## config.mk

```make
export PLATFORM = sky130hd
export DESIGN_NAME = vga_scan_gen_flat
export DESIGN_NICKNAME = d
export VERILOG_FILES = /design/src/rtl/vga_scan_gen_if.sv /design/src/rtl/vga_scan_gen.sv /design/src/flat_wrapper.sv
export SDC_FILE = /design/constraint.sdc
export NUM_CORES = 1
export LEC_CHECK = 0
export BUFFER_PORTS_ARGS = -buffer_cell sky130_fd_sc_hd__buf_4
export CORE_MARGIN = 4
export CORE_UTILIZATION = 55
export DETAILED_ROUTE_END_ITERATION = 16
export PLACE_DENSITY_LB_ADDON = 0.05
export SYNTH_ARGS = -nofsm -noshare
export SYNTH_HDL_FRONTEND = slang
export SYNTH_SLANG_ARGS = --single-unit
```

## constraint.sdc

```tcl
create_clock -name clk -period 3.7 [get_ports clk]
set_input_delay 0.185 -clock clk [delete_from_list [all_inputs] [get_ports clk]]
set_output_delay 0.185 -clock clk [all_outputs]
set_load 0.005 [all_outputs]
```

## src/rtl/vga_scan_gen_if.sv

```systemverilog
// Raster timing bundle driven by vga_scan_gen toward the bitmap pixel stage.
// The *_d members are the same sync/enable strobes delayed to match screen-memory read latency.
interface vga_scan_gen_if;
  logic [9:0] posx;
  logic [8:0] posy;
  logic       active;
  logic       hsync;
  logic       vsync;
  logic       line_start;
  logic       frame_start;
  logic       active_d;
  logic       hsync_d;
  logic       vsync_d;

  modport master (
    output posx, posy, active, hsync, vsync, line_start, frame_start,
           active_d, hsync_d, vsync_d
  );

  modport slave (
    input  posx, posy, active, hsync, vsync, line_start, frame_start,
           active_d, hsync_d, vsync_d
  );
endinterface

```

## src/rtl/vga_scan_gen.sv

```systemverilog
// Raster scan timing generator: horizontal/vertical counters, registered coordinate and
// sync decode, plus a PIPE_DLY-deep delayed copy of active/hsync/vsync.
module vga_scan_gen #(
  parameter int   H_ACTIVE = 640,
  parameter int   H_FP     = 16,
  parameter int   H_SYNC   = 96,
  parameter int   H_BP     = 48,
  parameter int   V_ACTIVE = 480,
  parameter int   V_FP     = 10,
  parameter int   V_SYNC   = 2,
  parameter int   V_BP     = 33,
  parameter logic HS_POL   = 1'b0,
  parameter logic VS_POL   = 1'b0,
  parameter int   PIPE_DLY = 1
) (
  input  logic           clk,
  input  logic           rst_n,
  vga_scan_gen_if.master vga_o
);

  localparam int H_TOTAL = H_ACTIVE + H_FP + H_SYNC + H_BP;
  localparam int V_TOTAL = V_ACTIVE + V_FP + V_SYNC + V_BP;

  localparam logic [10:0] H_LAST = 11'(H_TOTAL - 1);
  localparam logic [10:0] V_LAST = 11'(V_TOTAL - 1);
  localparam logic [10:0] H_ACT  = 11'(H_ACTIVE);
  localparam logic [10:0] V_ACT  = 11'(V_ACTIVE);
  localparam logic [10:0] HS_BEG = 11'(H_ACTIVE + H_FP);
  localparam logic [10:0] HS_END = 11'(H_ACTIVE + H_FP + H_SYNC);
  localparam logic [10:0] VS_BEG = 11'(V_ACTIVE + V_FP);
  localparam logic [10:0] VS_END = 11'(V_ACTIVE + V_FP + V_SYNC);

  logic [10:0] hcnt_q, hcnt_d;
  logic [10:0] vcnt_q, vcnt_d;
  logic [9:0]  posx_q, posx_d;
  logic [8:0]  posy_q, posy_d;
  logic        act_q, act_d;
  logic        hs_q, hs_d;
  logic        vs_q, vs_d;
  logic        ls_q, ls_d;
  logic        fs_q, fs_d;
  logic        hwrap;

  // Outputs decode the counter value of this cycle, so they trail the counters by one clock.
  always_comb begin
    hwrap  = (hcnt_q == H_LAST);
    hcnt_d = hwrap ? '0 : hcnt_q + 11'd1;
    vcnt_d = vcnt_q;
    if (hwrap) begin
      vcnt_d = (vcnt_q == V_LAST) ? '0 : vcnt_q + 11'd1;
    end

    act_d  = (hcnt_q < H_ACT) && (vcnt_q < V_ACT);
    hs_d   = ((hcnt_q >= HS_BEG) && (hcnt_q < HS_END)) ? HS_POL : ~HS_POL;
    vs_d   = ((vcnt_q >= VS_BEG) && (vcnt_q < VS_END)) ? VS_POL : ~VS_POL;
    posx_d = act_d ? hcnt_q[9:0] : '0;
    posy_d = act_d ? vcnt_q[8:0] : '0;
    ls_d   = (hcnt_q == '0);
    fs_d   = ls_d && (vcnt_q == '0);
  end

  always_ff @(posedge clk or negedge rst_n) begin
    if (!rst_n) begin
      hcnt_q <= '0;
      vcnt_q <= '0;
      posx_q <= '0;
      posy_q <= '0;
      act_q  <= 1'b0;
      hs_q   <= ~HS_POL;
      vs_q   <= ~VS_POL;
      ls_q   <= 1'b0;
      fs_q   <= 1'b0;
    end else begin
      hcnt_q <= hcnt_d;
      vcnt_q <= vcnt_d;
      posx_q <= posx_d;
      posy_q <= posy_d;
      act_q  <= act_d;
      hs_q   <= hs_d;
      vs_q   <= vs_d;
      ls_q   <= ls_d;
      fs_q   <= fs_d;
    end
  end

  assign vga_o.posx        = posx_q;
  assign vga_o.posy        = posy_q;
  assign vga_o.active      = act_q;
  assign vga_o.hsync       = hs_q;
  assign vga_o.vsync       = vs_q;
  assign vga_o.line_start  = ls_q;
  assign vga_o.frame_start = fs_q;

  // Delay taps hold {active, hsync, vsync}; reset flushes them to the inactive levels.
  if (PIPE_DLY == 0) begin : g_nodly
    assign vga_o.active_d = act_q;
    assign vga_o.hsync_d  = hs_q;
    assign vga_o.vsync_d  = vs_q;
  end else begin : g_dly
    logic [2:0] dly_q [PIPE_DLY];

    always_ff @(posedge clk or negedge rst_n) begin
      if (!rst_n) begin
        for (int i = 0; i < PIPE_DLY; i++) begin
          dly_q[i] <= {1'b0, ~HS_POL, ~VS_POL};
        end
      end else begin
        dly_q[0] <= {act_q, hs_q, vs_q};
        for (int i = 1; i < PIPE_DLY; i++) begin
          dly_q[i] <= dly_q[i-1];
        end
      end
    end

    assign {vga_o.active_d, vga_o.hsync_d, vga_o.vsync_d} = dly_q[PIPE_DLY-1];
  end

endmodule

```

## src/flat_wrapper.sv

```systemverilog
// flat-port wrapper written by rule: the top's interface ports become plain ports
module vga_scan_gen_flat 
#(
  parameter int   H_ACTIVE = 640,
  parameter int   H_FP     = 16,
  parameter int   H_SYNC   = 96,
  parameter int   H_BP     = 48,
  parameter int   V_ACTIVE = 480,
  parameter int   V_FP     = 10,
  parameter int   V_SYNC   = 2,
  parameter int   V_BP     = 33,
  parameter logic HS_POL   = 1'b0,
  parameter logic VS_POL   = 1'b0,
  parameter int   PIPE_DLY = 1
)
  (clk, rst_n, vga_o_posx, vga_o_posy, vga_o_active, vga_o_hsync, vga_o_vsync, vga_o_line_start, vga_o_frame_start, vga_o_active_d, vga_o_hsync_d, vga_o_vsync_d);
  vga_scan_gen_if vga_o_i ();
  input  logic clk;
  input  logic rst_n;
  output wire logic [$bits(vga_o_i.posx)-1:0] vga_o_posx;
  output wire logic [$bits(vga_o_i.posy)-1:0] vga_o_posy;
  output wire logic [$bits(vga_o_i.active)-1:0] vga_o_active;
  output wire logic [$bits(vga_o_i.hsync)-1:0] vga_o_hsync;
  output wire logic [$bits(vga_o_i.vsync)-1:0] vga_o_vsync;
  output wire logic [$bits(vga_o_i.line_start)-1:0] vga_o_line_start;
  output wire logic [$bits(vga_o_i.frame_start)-1:0] vga_o_frame_start;
  output wire logic [$bits(vga_o_i.active_d)-1:0] vga_o_active_d;
  output wire logic [$bits(vga_o_i.hsync_d)-1:0] vga_o_hsync_d;
  output wire logic [$bits(vga_o_i.vsync_d)-1:0] vga_o_vsync_d;
  assign vga_o_posx = vga_o_i.posx;
  assign vga_o_posy = vga_o_i.posy;
  assign vga_o_active = vga_o_i.active;
  assign vga_o_hsync = vga_o_i.hsync;
  assign vga_o_vsync = vga_o_i.vsync;
  assign vga_o_line_start = vga_o_i.line_start;
  assign vga_o_frame_start = vga_o_i.frame_start;
  assign vga_o_active_d = vga_o_i.active_d;
  assign vga_o_hsync_d = vga_o_i.hsync_d;
  assign vga_o_vsync_d = vga_o_i.vsync_d;
  vga_scan_gen #(.H_ACTIVE(H_ACTIVE), .H_FP(H_FP), .H_SYNC(H_SYNC), .H_BP(H_BP), .V_ACTIVE(V_ACTIVE), .V_FP(V_FP), .V_SYNC(V_SYNC), .V_BP(V_BP), .HS_POL(HS_POL), .VS_POL(VS_POL), .PIPE_DLY(PIPE_DLY)) u_core (.clk(clk), .rst_n(rst_n), .vga_o(vga_o_i));
endmodule
```

# Word level (Yosys, flattened, before mapping)
# Index checks and enable logic that the tools add are counted.
# totals
reg_bits	49
word_cells	32
# op_classes
n_reduce_logical	6
magnitude_cmp	6
add_sub_neg	2
eq_ne	2
mux	6
# op_table
op	count
$add A11 B1 Y11 const B	2
$eq A11 B10 Y1 const B	2
$logic_not A11 Y1	2
$lt A11 B10 Y1 const B	2
$lt A11 B9 Y1 const B	2
$mux W11	2
$ge A11 B10 Y1 const B	1
$ge A11 B9 Y1 const B	1
$mux W10	1
$mux W9	1
$logic_and A1 B1 Y1	4
$mux W1	2

# Logic depth before layout (Yosys ltp)
# depth
ltp_word	3
ltp_mapped	7

# Least setup slack after synthesis
# Ideal clock, no wire load.
# synth_path
kind	register to register
from	register u_core.hcnt_q[0]
to	register u_core.vcnt_q[1]
path_buffers	2
period_less_slack_ns	1.460
setup_ns	0.117
stages_incl_launch_ff	8
arrival_ns	1.343
path_slack_ns	2.240
t_required_ns	3.583
cell_sequence	dfrtp_1 -> ha_1 -> and4_4 -> and3_1 -> buf_4 -> buf_8 -> nand3_1 -> nand2_1
# synth_between
elab_chain_cells	1
# synth_rtl
element	line	rtl
start, declared	vga_scan_gen.sv:33	logic [10:0] hcnt_q, hcnt_d;
start signal, assigned	vga_scan_gen.sv:74	hcnt_q <= hcnt_d;
$eq A11 B10 Y1	vga_scan_gen.sv:46	hwrap = (hcnt_q == H_LAST);
end signal, assigned	vga_scan_gen.sv:75	vcnt_q <= vcnt_d;
end, declared	vga_scan_gen.sv:34	logic [10:0] vcnt_q, vcnt_d;
# No other way between the ends.
# A chain may end at the register's enable or synchronous reset.

# Final worst setup path
# layout_path
from	register u_core.hcnt_q[0]
to	register u_core.vcnt_q[8]
# The elaborated chain is that of the path after synthesis.

==> results.md <==
* Avg Inst Size Synth at 11.57 um2
* Pin count of the biggest net entering global routing at 50
* Routed via count at 1,371
* Max stage delay on crit path at 0.53 ns
* Number of remaining DRC errors at 0
* Drt initial violations at 123
* Final period utilization at 51.82%
* Fin Setup TNS at 0 ns
* Critical path endpoint category: flip-flop
* Final min period at 1.917 ns
* FF-to-FF path depth at 5
* Fraction of layout cells with a size suffix above 1 at 20.98%
* Final Hold Fails at 0
* Setup violators final at 0
* Total grt overflow at 0
* # H-tree levels at 2
* Hold Crit Endpoint: u_core.g_dly.dly_q[1]$_DFF_PN1_
* Antenna violations before repair at 0
* Num rows at 21
* Initial core utilization at 58.81%
* Die area at 4716 um2
* Die extent in x at 68.67 um
* Most frequent cells in the layout: 45 x dfrtp_1, 28 x buf_4, 17 x and2_1, 12 x nor2_1, 10 x nand2_1
* Min-Delay Path Depth at 0
* Layout area overhead at 15.82%
* DP Wirelength at 2456 um
* Status: finished clean
* Worst Slack Setup Final at 1.783 ns
* Slew headroom at 61.16%
* CTS Root Cell: clkbuf_8
* GRT Total Usage at 18.21%
* I/O pin count at 29
* Antenna diodes at 0
* #FFs+latches synth at 49
* Pre-CTS WS at 1.825 ns
* CTS Buf Count at 5
* Max_cap viols at 0
* Pins Over Slew Limit at 0
* Commonest non-fill, non-tap cell in the layout: dfrtp_1
* Yosys cell types at 33
* CTS tree: yes
* Critical Setup Path Class: reg2reg
* Power Density at 363.4 nW/um2
* Fmax at 521.5 MHz
* DRT Pass-1 Iters at 5
* Crit path max fanout at 15
* Syn nets at 181
* WL/cell at 14.59 um
* Startpoint types: flip-flop
* Cell-by-cell trace of the critical path: ha_1 -> and4_4 -> and3_1 -> nand4_1 -> xnor2_1
* Core area at 3442 um2
* Lkg Pwr at 1.113 nW
* Placer Congestion at 0.8401
* Worst r2r dst: u_core.vcnt_q[8]$_DFFE_PN0N_
* Port Buffer Count at 28
* DRT Wirelength at 3663 um
* Clock Latency Late Sink at 0.30 ns
* Critical Path AT at 2.11 ns
* Worst vdd ir at 0.0002326 V
* Post-Synthesis Cell Area at 2024 um2
* Worst reg2reg path startpoint: u_core.hcnt_q[0]$_DFF_PN0_
* Beginning of the critical path: u_core.hcnt_q[0]$_DFF_PN0_
* Gate Count Post-Synth at 175
* Class of the worst hold path: reg2reg
* Clock Path Buffers at 2
* Via-per-instance ratio at 5.462
* Fin nets at 210
* Seq/Total Area, Yosys at 60.82%
* Vias in the first global route at 1,264
* Max Clock Skew at 0.004081 ns
* Ys Warns at 0
* R2r setup slk at 1.78 ns
* Postcts setup bufs at 0
* Antenna-violating nets left at 0
* Slowest-stage cell, CP: and3_1
* Worst slew pin tran at 0.5826 ns
* Clock sink total at 49
* Die height at 68.67 um
* First-pass GRT wire length at 6134 um
* Clk pin slew, worst setup/hold paths at 0.09 ns
* Unrepaired setup endpoints after global routing: false
* Hold Crit Start: u_core.vga_o.hsync$_DFF_PN1_
* CP required at 3.89 ns
-- logic make-up after synthesis --
family                     after synthesis  share of synthesized area, %
AOI/OAI and AO/OA                       15                         4.078
xor gates and xnor gates                12                         5.192
adders and majority gates                4                         2.472
buffers and inverters                   11                         2.966
DFF                                     49                         60.82
muxes                                    1                        0.4945
and+or+nand+nor                         83                         23.98
-- power by group --
part,leakage [nW],internal (W),switching (W)
clock network,0.0374,0.000133,0.000173
registers,0.636,0.000535,0
logic,0.439,0.00000139,0.00000939
total,1.11,0.000670,0.000182
-- final cells by class --
type / count / area, um2
flip-flops and latches: 49 / 1231
fillers: 271 / 1097
multi-input cells: 115 / 733.2
repair buffers: 29 / 220.2
clock buffers: 6 / 72.57
well taps: 46 / 57.56
clock inverters: 2 / 15.01
inverters: 4 / 15.01
-- routing by layer --
| layer | global-route usage (%) | vias up | routed length (um) |
|---|---|---|---|
| met1 | 24.60 | 662 | 1732 |
| met2 | 27.06 | 43 | 1599 |
| met5 | 0 | - | 0 |
| met3 | 6.807 | 7 | 276 |
| met4 | 5.955 | 0 | 55 |
| li1 | - | 659 | - |
-- worst max-delay path, delay by kind of cell (launching register included) --
family | cells | cell delay [ns]
XOR/XNOR | 1 | 0.17
flip-flops | 1 | 0.41
AND/OR/NAND/NOR | 3 | 0.99
adder cells (fa/ha/maj) | 1 | 0.24
-- what timing repair did --
action                                 4_1_cts  5_1_grt
hold buffers                                 1        0
resized for setup                            0        0
endpoints found under the hold margin       45        0
-- worst max-delay path by stage --
stage | slack (ns) | endpoint | cells after the start
final | 1.78 | u_core.vcnt_q[8]$_DFFE_PN0N_ | 5
after floorplan | 2.24 | u_core.vcnt_q[1]$_DFFE_PN0N_ | 7
after detailed placement | 1.82 | u_core.vcnt_q[10]$_DFFE_PN0N_ | 5
after global placement | 1.88 | u_core.vcnt_q[8]$_DFFE_PN0N_ | 5
after global routing | 1.62 | u_core.vcnt_q[8]$_DFFE_PN0N_ | 5
after CTS | 1.78 | u_core.vcnt_q[8]$_DFFE_PN0N_ | 5
-- cell usage after synthesis --
cell type | instances | area share, %
nand3_1 | 9 | 2.2
buf_4 | 1 | 0.37
clkbuf_1 | 2 | 0.37
and4_4 | 1 | 0.56
mux2i_1 | 1 | 0.49
a31oi_1 | 2 | 0.62
xor2_1 | 5 | 2.2
o21ai_1 | 3 | 0.74
nand4_1 | 8 | 2.5
ha_1 | 4 | 2.5
dfstp_2 | 4 | 5.2
and4_1 | 4 | 1.7
inv_1 | 4 | 0.74
xnor2_1 | 7 | 3.0
nor4b_1 | 1 | 0.43
o21ai_0 | 7 | 1.7
o31ai_1 | 2 | 0.74
and4bb_1 | 1 | 0.62
buf_8 | 1 | 0.74
nor2_1 | 12 | 2.2
dfrtp_1 | 45 | 56
nand3b_1 | 1 | 0.37
and2_1 | 17 | 5.3
nand2_1 | 10 | 1.9
nand3_2 | 1 | 0.49
a21oi_1 | 1 | 0.25
nor4_1 | 1 | 0.31
and4b_1 | 1 | 0.49
nor3_1 | 7 | 1.7
nor4b_2 | 1 | 0.74
nor2_2 | 1 | 0.31
and3_1 | 7 | 2.2
buf_2 | 3 | 0.74
-- flip-flops by register name (all words and copies together) (netlist names), 3 cells and up --
signal / cells
u_core.hcnt_q: 11
u_core.vcnt_q: 11
u_core.vga_o.posx: 10
u_core.g_dly.dly_q: 3
u_core.vga_o.posy: 9
-- per-stage QoR --
stage          hold slack, ns  std cells  utilization (%)  area (um2)  power [W]
4_1_cts                0.3700        251            68.12        2345  0.0008567
3_5_place_dp           0.2223        242            65.29        2247  0.0005564
3_3_place_gp           0.2199        242            65.29        2247  0.0005563
2_1_floorplan         -0.1106        175                -        2024  0.0005459
6_report               0.3690        251            68.12        2345  0.0008521
5_1_grt                0.3751        251            68.12        2345  0.0008850
Power figures use the tool's default switching activity.
